## src/rtl/vga_line_fetcher.sv

```systemverilog
// rtl/vga_line_fetcher.sv - fetches one SDRAM row into a line-cache half on a toggle request
//
// Purpose:
//   Responder for the VGA frame generator's line-fetch toggle handshake. On each accepted request it
//   reads LINE_WORDS words from SDRAM row g_sdram_row in BURST_LEN-word bursts (one outstanding),
//   writes them to the line cache half g_cache_row, then toggles g_ack.
//   Optional build macro: LINE_FETCH_CDC_EN adds a 2-flop synchroniser on g_req.
//
// Ports:
//   clk, reset_n            clock, asynchronous active-low reset
//   g_req / g_ack           request / acknowledge toggles (pending while they differ)
//   g_cache_row             destination cache half (line buffer address bit 10)
//   g_sdram_row             source SDRAM row
//   sd_rd_req / sd_rd_ack   burst read request / acceptance
//   sd_addr                 burst start address {row, col}
//   sd_rd_valid/sd_rd_data  read data stream
//   wr_en/wr_address/wr_data line cache write port
//   busy                    high from acceptance until g_ack toggles
module vga_line_fetcher #(
   parameter int LINE_WORDS = 752,
   parameter int BURST_LEN  = 8
) (
   input  logic        clk,
   input  logic        reset_n,
   input  logic        g_req,
   output logic        g_ack,
   input  logic        g_cache_row,
   input  logic [9:0]  g_sdram_row,
   output logic        sd_rd_req,
   input  logic        sd_rd_ack,
   output logic [19:0] sd_addr,
   input  logic        sd_rd_valid,
   input  logic [15:0] sd_rd_data,
   output logic        wr_en,
   output logic [10:0] wr_address,
   output logic [15:0] wr_data,
   output logic        busy
);

   typedef enum logic [1:0] {ST_IDLE, ST_ISSUE, ST_WAIT, ST_DONE} state_t;

   localparam logic [10:0] LINE_WORDS_W = 11'(LINE_WORDS);
   localparam logic [9:0]  BURST_STEP   = 10'(BURST_LEN);
   localparam logic [6:0]  BURST_LAST   = 7'(BURST_LEN - 1);

   state_t      state_q;
   logic        g_ack_q, ack_val_q, row_sel_q, busy_q;
   logic        sd_rd_req_q, wr_en_q;
   logic [9:0]  row_addr_q, col_q, wcnt_q;
   logic [6:0]  bcnt_q;
   logic [19:0] sd_addr_q;
   logic [10:0] wr_address_q;
   logic [15:0] wr_data_q;

   logic        req_s;
   logic        pending, word_accept, burst_end, line_end;
   logic [9:0]  col_d, wcnt_d;
   logic [6:0]  bcnt_d;

`ifdef LINE_FETCH_CDC_EN
   logic [1:0] req_sync_q;

   always_ff @(posedge clk or negedge reset_n) begin
      if (!reset_n) begin
         req_sync_q <= 2'b00;
      end else begin
         req_sync_q <= {req_sync_q[0], g_req};
      end
   end

   assign req_s = req_sync_q[1];
`else
   assign req_s = g_req;
`endif

   assign pending     = (req_s != g_ack_q);
   // Only words arriving while a burst is outstanding are taken; anything else is dropped.
   assign word_accept = (state_q == ST_WAIT) && sd_rd_valid;
   assign burst_end   = word_accept && (bcnt_q == BURST_LAST);
   // The word being accepted now is the last of the line.
   assign line_end    = (({1'b0, wcnt_q} + 11'd1) == LINE_WORDS_W);
   assign col_d       = col_q + BURST_STEP;
   assign wcnt_d      = wcnt_q + 10'd1;
   assign bcnt_d      = bcnt_q + 7'd1;

   always_ff @(posedge clk or negedge reset_n) begin
      if (!reset_n) begin
         state_q      <= ST_IDLE;
         g_ack_q      <= 1'b0;
         ack_val_q    <= 1'b0;
         row_sel_q    <= 1'b0;
         busy_q       <= 1'b0;
         sd_rd_req_q  <= 1'b0;
         wr_en_q      <= 1'b0;
         row_addr_q   <= '0;
         col_q        <= '0;
         wcnt_q       <= '0;
         bcnt_q       <= '0;
         sd_addr_q    <= '0;
         wr_address_q <= '0;
         wr_data_q    <= '0;
      end else begin
         wr_en_q <= 1'b0;

         // Write path: one cycle behind the accepted read word.
         if (word_accept && (bcnt_q <= BURST_LAST)) begin
            wr_en_q      <= 1'b1;
            wr_address_q <= {row_sel_q, wcnt_q};
            wr_data_q    <= sd_rd_data;
            wcnt_q       <= wcnt_d;
            bcnt_q       <= bcnt_d;
         end

         case (state_q)
            ST_IDLE: begin
               if (pending) begin
                  ack_val_q   <= req_s;
                  row_sel_q   <= g_cache_row;
                  row_addr_q  <= g_sdram_row;
                  col_q       <= '0;
                  wcnt_q      <= '0;
                  busy_q      <= 1'b1;
                  sd_rd_req_q <= 1'b1;
                  sd_addr_q   <= {g_sdram_row, 10'd0};
                  state_q     <= ST_ISSUE;
               end
            end
            ST_ISSUE: begin
               if (sd_rd_ack) begin
                  sd_rd_req_q <= 1'b0;
                  col_q       <= col_d;
                  bcnt_q      <= '0;
                  state_q     <= ST_WAIT;
               end
            end
            ST_WAIT: begin
               if (burst_end) begin
                  if (line_end) begin
                     state_q <= ST_DONE;
                  end else begin
                     // col_q already points past the burst just completed.
                     sd_rd_req_q <= 1'b1;
                     sd_addr_q   <= {row_addr_q, col_q};
                     state_q     <= ST_ISSUE;
                  end
               end
            end
            ST_DONE: begin
               // The last write strobe is on the cycle before this edge, so the line is
               // complete in the cache by the time g_ack toggles.
               g_ack_q <= ack_val_q;
               busy_q  <= 1'b0;
               state_q <= ST_IDLE;
            end
            default: state_q <= ST_IDLE;
         endcase
      end
   end

   assign g_ack      = g_ack_q;
   assign busy       = busy_q;
   assign sd_rd_req  = sd_rd_req_q;
   assign sd_addr    = sd_addr_q;
   assign wr_en      = wr_en_q;
   assign wr_address = wr_address_q;
   assign wr_data    = wr_data_q;

endmodule

```

## config.mk

```make
export PLATFORM = sky130hd
export DESIGN_NAME = vga_line_fetcher
export DESIGN_NICKNAME = d
export VERILOG_FILES = /design/src/rtl/vga_line_fetcher.sv
export SDC_FILE = /design/constraint.sdc
export NUM_CORES = 1
export LEC_CHECK = 0
export BUFFER_PORTS_ARGS = -buffer_cell sky130_fd_sc_hd__buf_2
export CAP_MARGIN = 25
export CORE_UTILIZATION = 46
export CTS_CLUSTER_DIAMETER = 120
export DETAILED_ROUTE_END_ITERATION = 16
export PLACE_DENSITY = 0.69
export RECOVER_POWER = 25
export SYNTH_ARGS = -nofsm -noshare
export SYNTH_HDL_FRONTEND = slang
export SYNTH_SLANG_ARGS = --single-unit
export TNS_END_PERCENT = 30
```

## constraint.sdc

```tcl
create_clock -name clk -period 4.22 [get_ports clk]
set_input_delay 0.422 -clock clk [delete_from_list [all_inputs] [get_ports clk]]
set_output_delay 0.422 -clock clk [all_outputs]
set_load 0.005 [all_outputs]
```

## Yosys cells after proc, flatten, opt, wreduce, memory -nomap -nowiden

Cells that the tools add are included.

- Add/sub/neg operators: 4
- $lt $le $gt $ge: 1
- Equality and inequality tests: 10
- Mux-type cells: 25
- Reduce and logical (&&, ||, !) cells: 14

Operator list:

| cell | number |
|---|---|
| 20-bit 2-to-1 mux | 3 |
| 10-bit 2-to-1 mux | 5 |
| 20-bit one-hot mux with 2 select lines | 1 |
| 7-bit 2-to-1 mux | 3 |
| 10-bit one-hot mux with 2 select lines | 1 |
| 10-bit by 1-bit adder with 11-bit output (second input constant) | 1 |
| 11-bit by 10-bit == test with 1-bit output (second input constant) | 1 |
| 10-bit by 1-bit adder with 10-bit output (second input constant) | 1 |
| 10-bit by 4-bit adder with 10-bit output (second input constant) | 1 |
| 2-bit 2-to-1 mux | 4 |
| 2-bit inequality test (second input constant) | 4 |
| 2-bit one-hot mux with 4 select lines | 1 |
| 7-bit by 1-bit adder with 7-bit output (second input constant) | 1 |
| 7-bit by 3-bit == test with 1-bit output (second input constant) | 1 |
| 7-bit by 3-bit <= comparator with 1-bit output (second input constant) | 1 |
| 3-bit AND reduction | 2 |
| 2-bit nonzero test | 3 |
| 1-bit 2-to-1 mux | 5 |
| 5-bit AND reduction | 1 |
| 2-bit == test (second input constant) | 2 |
| 2-bit AND reduction | 2 |
| 4-bit AND reduction | 1 |
| 1-bit logical AND | 3 |
| 1-bit one-hot mux with 3 select lines | 1 |
| other kinds (5) | 5 |

- Bits in registers: 92
- Input port bits: 32
- Output and inout port bits: 51
- Word-level logic and storage cells: 68

## Logic depth before layout (Yosys ltp)

- Word-level depth: 6
- Gate-level depth with buffers: 7
- Gate-level depth less buffers: 6

## Worst setup path before layout

No wires, ideal clock.

- Path kind: reg2reg
- From: reg wcnt_q[0]
- To: reg sd_addr_q[17] (netlist: sd_addr[17])
- Library setup time: 125 ps
- Arrival time: 2091 ps
- Required time: 4095 ps
- Setup slack: 2004 ps
- Stages on the path, launching flop included: 8
- Path buffers: 1
- Period minus slack after synthesis: 2216 ps
- Path through: dfrtp_1 ha_1 nand3_1 nor2_1 mux2_2 a41oi_4 buf_6 mux2_4

- Longest elaborated chain between the ends: 4

Ends and longest elaborated chain:

| what | line | text |
|---|---|---|
| start: declaration | 49 | `logic [9:0] row_addr_q, col_q, wcnt_q;` |
| start signal: assignment | 110 | `wcnt_q <= wcnt_d;` |
| 10-bit by 1-bit adder with 11-bit output | 81 | `assign line_end = (({1'b0, wcnt_q} + 11'd1) == LINE_WORDS_W);` |
| 11-bit by 10-bit == test with 1-bit output | 81 |  |
| 2-bit inequality test (no source line) | -- |  |
| 4-bit AND reduction (no source line) | -- |  |
| end signal: assignment | 124 | `sd_addr_q <= {g_sdram_row, 10'd0};` |
| end signal: assignment | 143 | `sd_addr_q <= {row_addr_q, col_q};` |
| end: declaration | 51 | `logic [19:0] sd_addr_q;` |

No other way between the ends.
A chain may end at the register's enable or synchronous reset.

==> impl_metrics.toml <==
[clock_network]
cts-buffers-inserted = 9
postCtsSetupBuffers = 0
cts_tree = "done"
clock_latency_ns = 0.35
cts.root.buffer_cell = "clkbuf_8"
clock-sinks = 86
clockBufferDepth = 2
path_clk_slew_ns = 0.08
cts.repair.resized = 0
ctsHoldBuffers = 0
htree_levels = 3

[setup_path]
crit_start = "reset_n"
worstPathCellList = "clkbuf_1 -> clkbuf_2"
reg2reg_from = "state_q[1]$_DFFE_PN0P_"
cp_max_fo = 45
required_ns = 4.53
crit_family = "buffers and inverters"
cpPeakStageDelay_ns = 1.52
r2r_cells = 5
path_buf_inv = 2
reg2reg_to = "sd_addr[18]$_DFFE_PN0P_"
cpMaxStageDelayCell = "clkbuf_1"
cp-start-kind = "input pin"
end_kind = "async pin"
crit_type = "in -> async"
reg2reg_slack_ns = 1.58
arrival_ns = 3.02

[synthesis]
synth.distinct_cells = 42
postSynthCellCount = 327
yosys_most_used_dff = "dfrtp_1"
mappedNetlistArea_sq_mm = 0.003826
seq_area_frac_synth_pct = 56.25
synth.avg_cell_area_sq_um = 11.70
ys_ff_latch = 86
synth_warnings = 0
ys_async_sr_fraction_pct = 100.0
synth_edf_count = 0

[timing]
setup_viol = 0
holdWs_ns = 0.3007
slew_headroom_pct = -44.24
finalSetupTns_ns = 0
skew_ns = 0.01330
tightest_slew_ns = 2.164
finalCriticalPeriod_ns = 2.702
hold_violations = 0
fin_crit_sh_pct = 64.03
grt_setup_unrepaired = "no"
max_freq_mhz = 370.1
layout_setup_ws_ns = 1.518
slew_viol_final = 43

[floorplanning]
die_w_um = 93.20
fp.dieH_um = 93.20
fp-row-count = 32
pin_count = 83
die_area_sq_mm = 0.008686
initial_core_util_pct = 48.51
core_area_sq_mm = 0.007888

[detailed_routing]
routed_wirelength_um = 7056
drtPass1Iterations = 4
drcViolationCount = 0
drtAntennaViolNets = 0
routedWlPerCell_um = 13.84
avgViaCountPerCell = 5.104
routed-via-count = 2603
drt-initial-drc-count = 71

[min_path]
min_from = "sd_rd_data[2]"
hold_path_class = "in -> reg"
whs_path_depth = 2
min_to = "wr_data[2]$_DFFE_PN0N_"

[global_route]
grt_pass1_wl_um = 11810
antenna_found_initial = 0
grt_max_degree = 46
grt_usage_pct = 17.66
gr-total-overflow = 0
grt_pass1_vias = 2516

[placed_design]
port_buffers = 79
post-place-ws_ns = 1.554
hpwl_um = 4910
place_congestion = 0.7471

[cells_and_area]
nets = 439
regArea_sq_mm = 0.002152
drive_gt1_share_pct = 37.75
fill_cells = 669
multi_input_comb_area_sq_mm = 0.001533
utilization_pct = 57.47
antennaDiodeCount = 0
syn_to_final_growth_pct = 18.48

[power_and_ir_drop]
ir_drop_v = 0.0003468
p_leak_nw = 2.187
cellPowerDensity_mw_per_mm2 = 621.9

[status]
outcome = "complete, but fails checks"
failed_checks = "capacitance limit, slew limit"

[run]
maxCapViolCount = 1
## metal layers
layer  track usage [%]  up-vias  share of wire (%)  routed length (um)
li1                  -     1249                  -                   -
met1             22.08     1283                 45                3189
met2             30.27       62                 50                3529
met3             4.228        9                3.7                 261
met4             5.385        0                1.1                  76
met5                 0        -                  0                   0
## area by class of cell
class | instances | share of cell area (%)
clock buffer | 10 | 3.036
clock inverter | 6 | 2.401
inverter | 16 | 1.325
multi-input combinational | 208 | 33.81
sequential | 86 | 47.47
tap | 102 | 2.815
timing repair buffer | 82 | 9.136
## cells by family (layout without fill, tap and decap cells)
family | Yosys count | after routing | share of synthesized area [%]
multiplexers | 52 | 52 | 15.44
AND/OR/NAND/NOR | 108 | 108 | 13.77
other | 1 | 3 | 0.09801
adder cells (fa/ha/maj) | 4 | 4 | 1.308
AO/OA/AOI/OAI | 24 | 24 | 5.004
XOR/XNOR | 17 | 17 | 3.892
flip-flops | 86 | 86 | 56.25
buffers and inverters | 35 | 114 | 4.251
## registers in the layout (all words and copies together), names as in the netlist
register and flops:
g_ack 1, ack_val_q 1, wr_address 11, wr_data 16
col_q 7, row_addr_q 10, wr_en 1, busy 1
sd_rd_req 1, sd_addr 17, bcnt_q 7, wcnt_q 10
state_q 2, row_sel_q 1
## worst max path at each step
| stage | slack, ns | to | cells past startpoint |
|---|---|---|---|
| after floorplan | 2.00 | sd_addr[17]$_DFFE_PN0P_ | 7 |
| after global placement | 1.64 | sd_addr[17]$_DFFE_PN0P_ | 5 |
| after detailed placement | 1.55 | sd_addr[18]$_DFFE_PN0P_ | 5 |
| after CTS | 1.56 | sd_addr[17]$_DFFE_PN0P_ | 5 |
| after global routing | 0.85 | bcnt_q[2]$_DFF_PN0_ | 2 |
| final | 1.52 | wr_data[15]$_DFFE_PN0N_ | 2 |
## cells in the final DEF, fill, tap and decap left out, types with 2 or more instances in the layout
cell / instances
a21oi_1: 3
and2_1: 2
and3_1: 2
and4_1: 2
buf_2: 78
buf_4: 2
bufinv_16: 3
clkbuf_8: 10
clkinv_2: 2
conb_1: 3
dfrtp_1: 86
ha_1: 4
inv_1: 16
mux2_2: 48
mux2_4: 2
mux2i_1: 2
nand2_1: 46
nand2b_1: 3
nand3_1: 5
nand4_1: 5
nor2_1: 25
nor2b_1: 6
o21ai_0: 4
o31ai_1: 4
o32ai_1: 7
or3_1: 4
xnor2_1: 9
xor2_1: 8
## synthesized netlist by cell type (4+ instances only)
master / instances / area [sq um]
nand3_1: 5 / 25.02
dfrtp_1: 86 / 2152
o32ai_1: 7 / 61.31
nor2_1: 25 / 93.84
nor2b_1: 6 / 37.54
o31ai_1: 4 / 30.03
xnor2_1: 9 / 78.83
mux2_2: 48 / 540.5
nand4_1: 5 / 31.28
ha_1: 4 / 50.05
xor2_1: 8 / 70.07
buf_2: 8 / 40.04
or3_1: 4 / 25.02
inv_1: 16 / 60.06
o21ai_0: 4 / 20.02
nand2_1: 46 / 172.7
## power breakdown
| group | internal [W] | leakage, nW | switching (W) | total (W) |
|---|---|---|---|---|
| Clock | 0.000408 | 0.126 | 0.000283 | 0.000692 |
| Sequential | 0.00108 | 1.10 | 0.000165 | 0.00125 |
| Combinational | 0.000473 | 0.962 | 0.000409 | 0.000882 |
| Total | 0.00196 | 2.19 | 0.000858 | 0.00282 |
## through the flow
stage | power [W] | area (sq um) | instances
2_1_floorplan | 0.001850 | 3834 | 329
3_3_place_gp | 0.002126 | 4285 | 493
3_5_place_dp | 0.002170 | 4305 | 494
4_1_cts | 0.002867 | 4552 | 510
5_1_grt | 0.003015 | 4533 | 510
6_report | 0.002819 | 4533 | 510
Note: power is estimated with default switching activity, not from simulation.
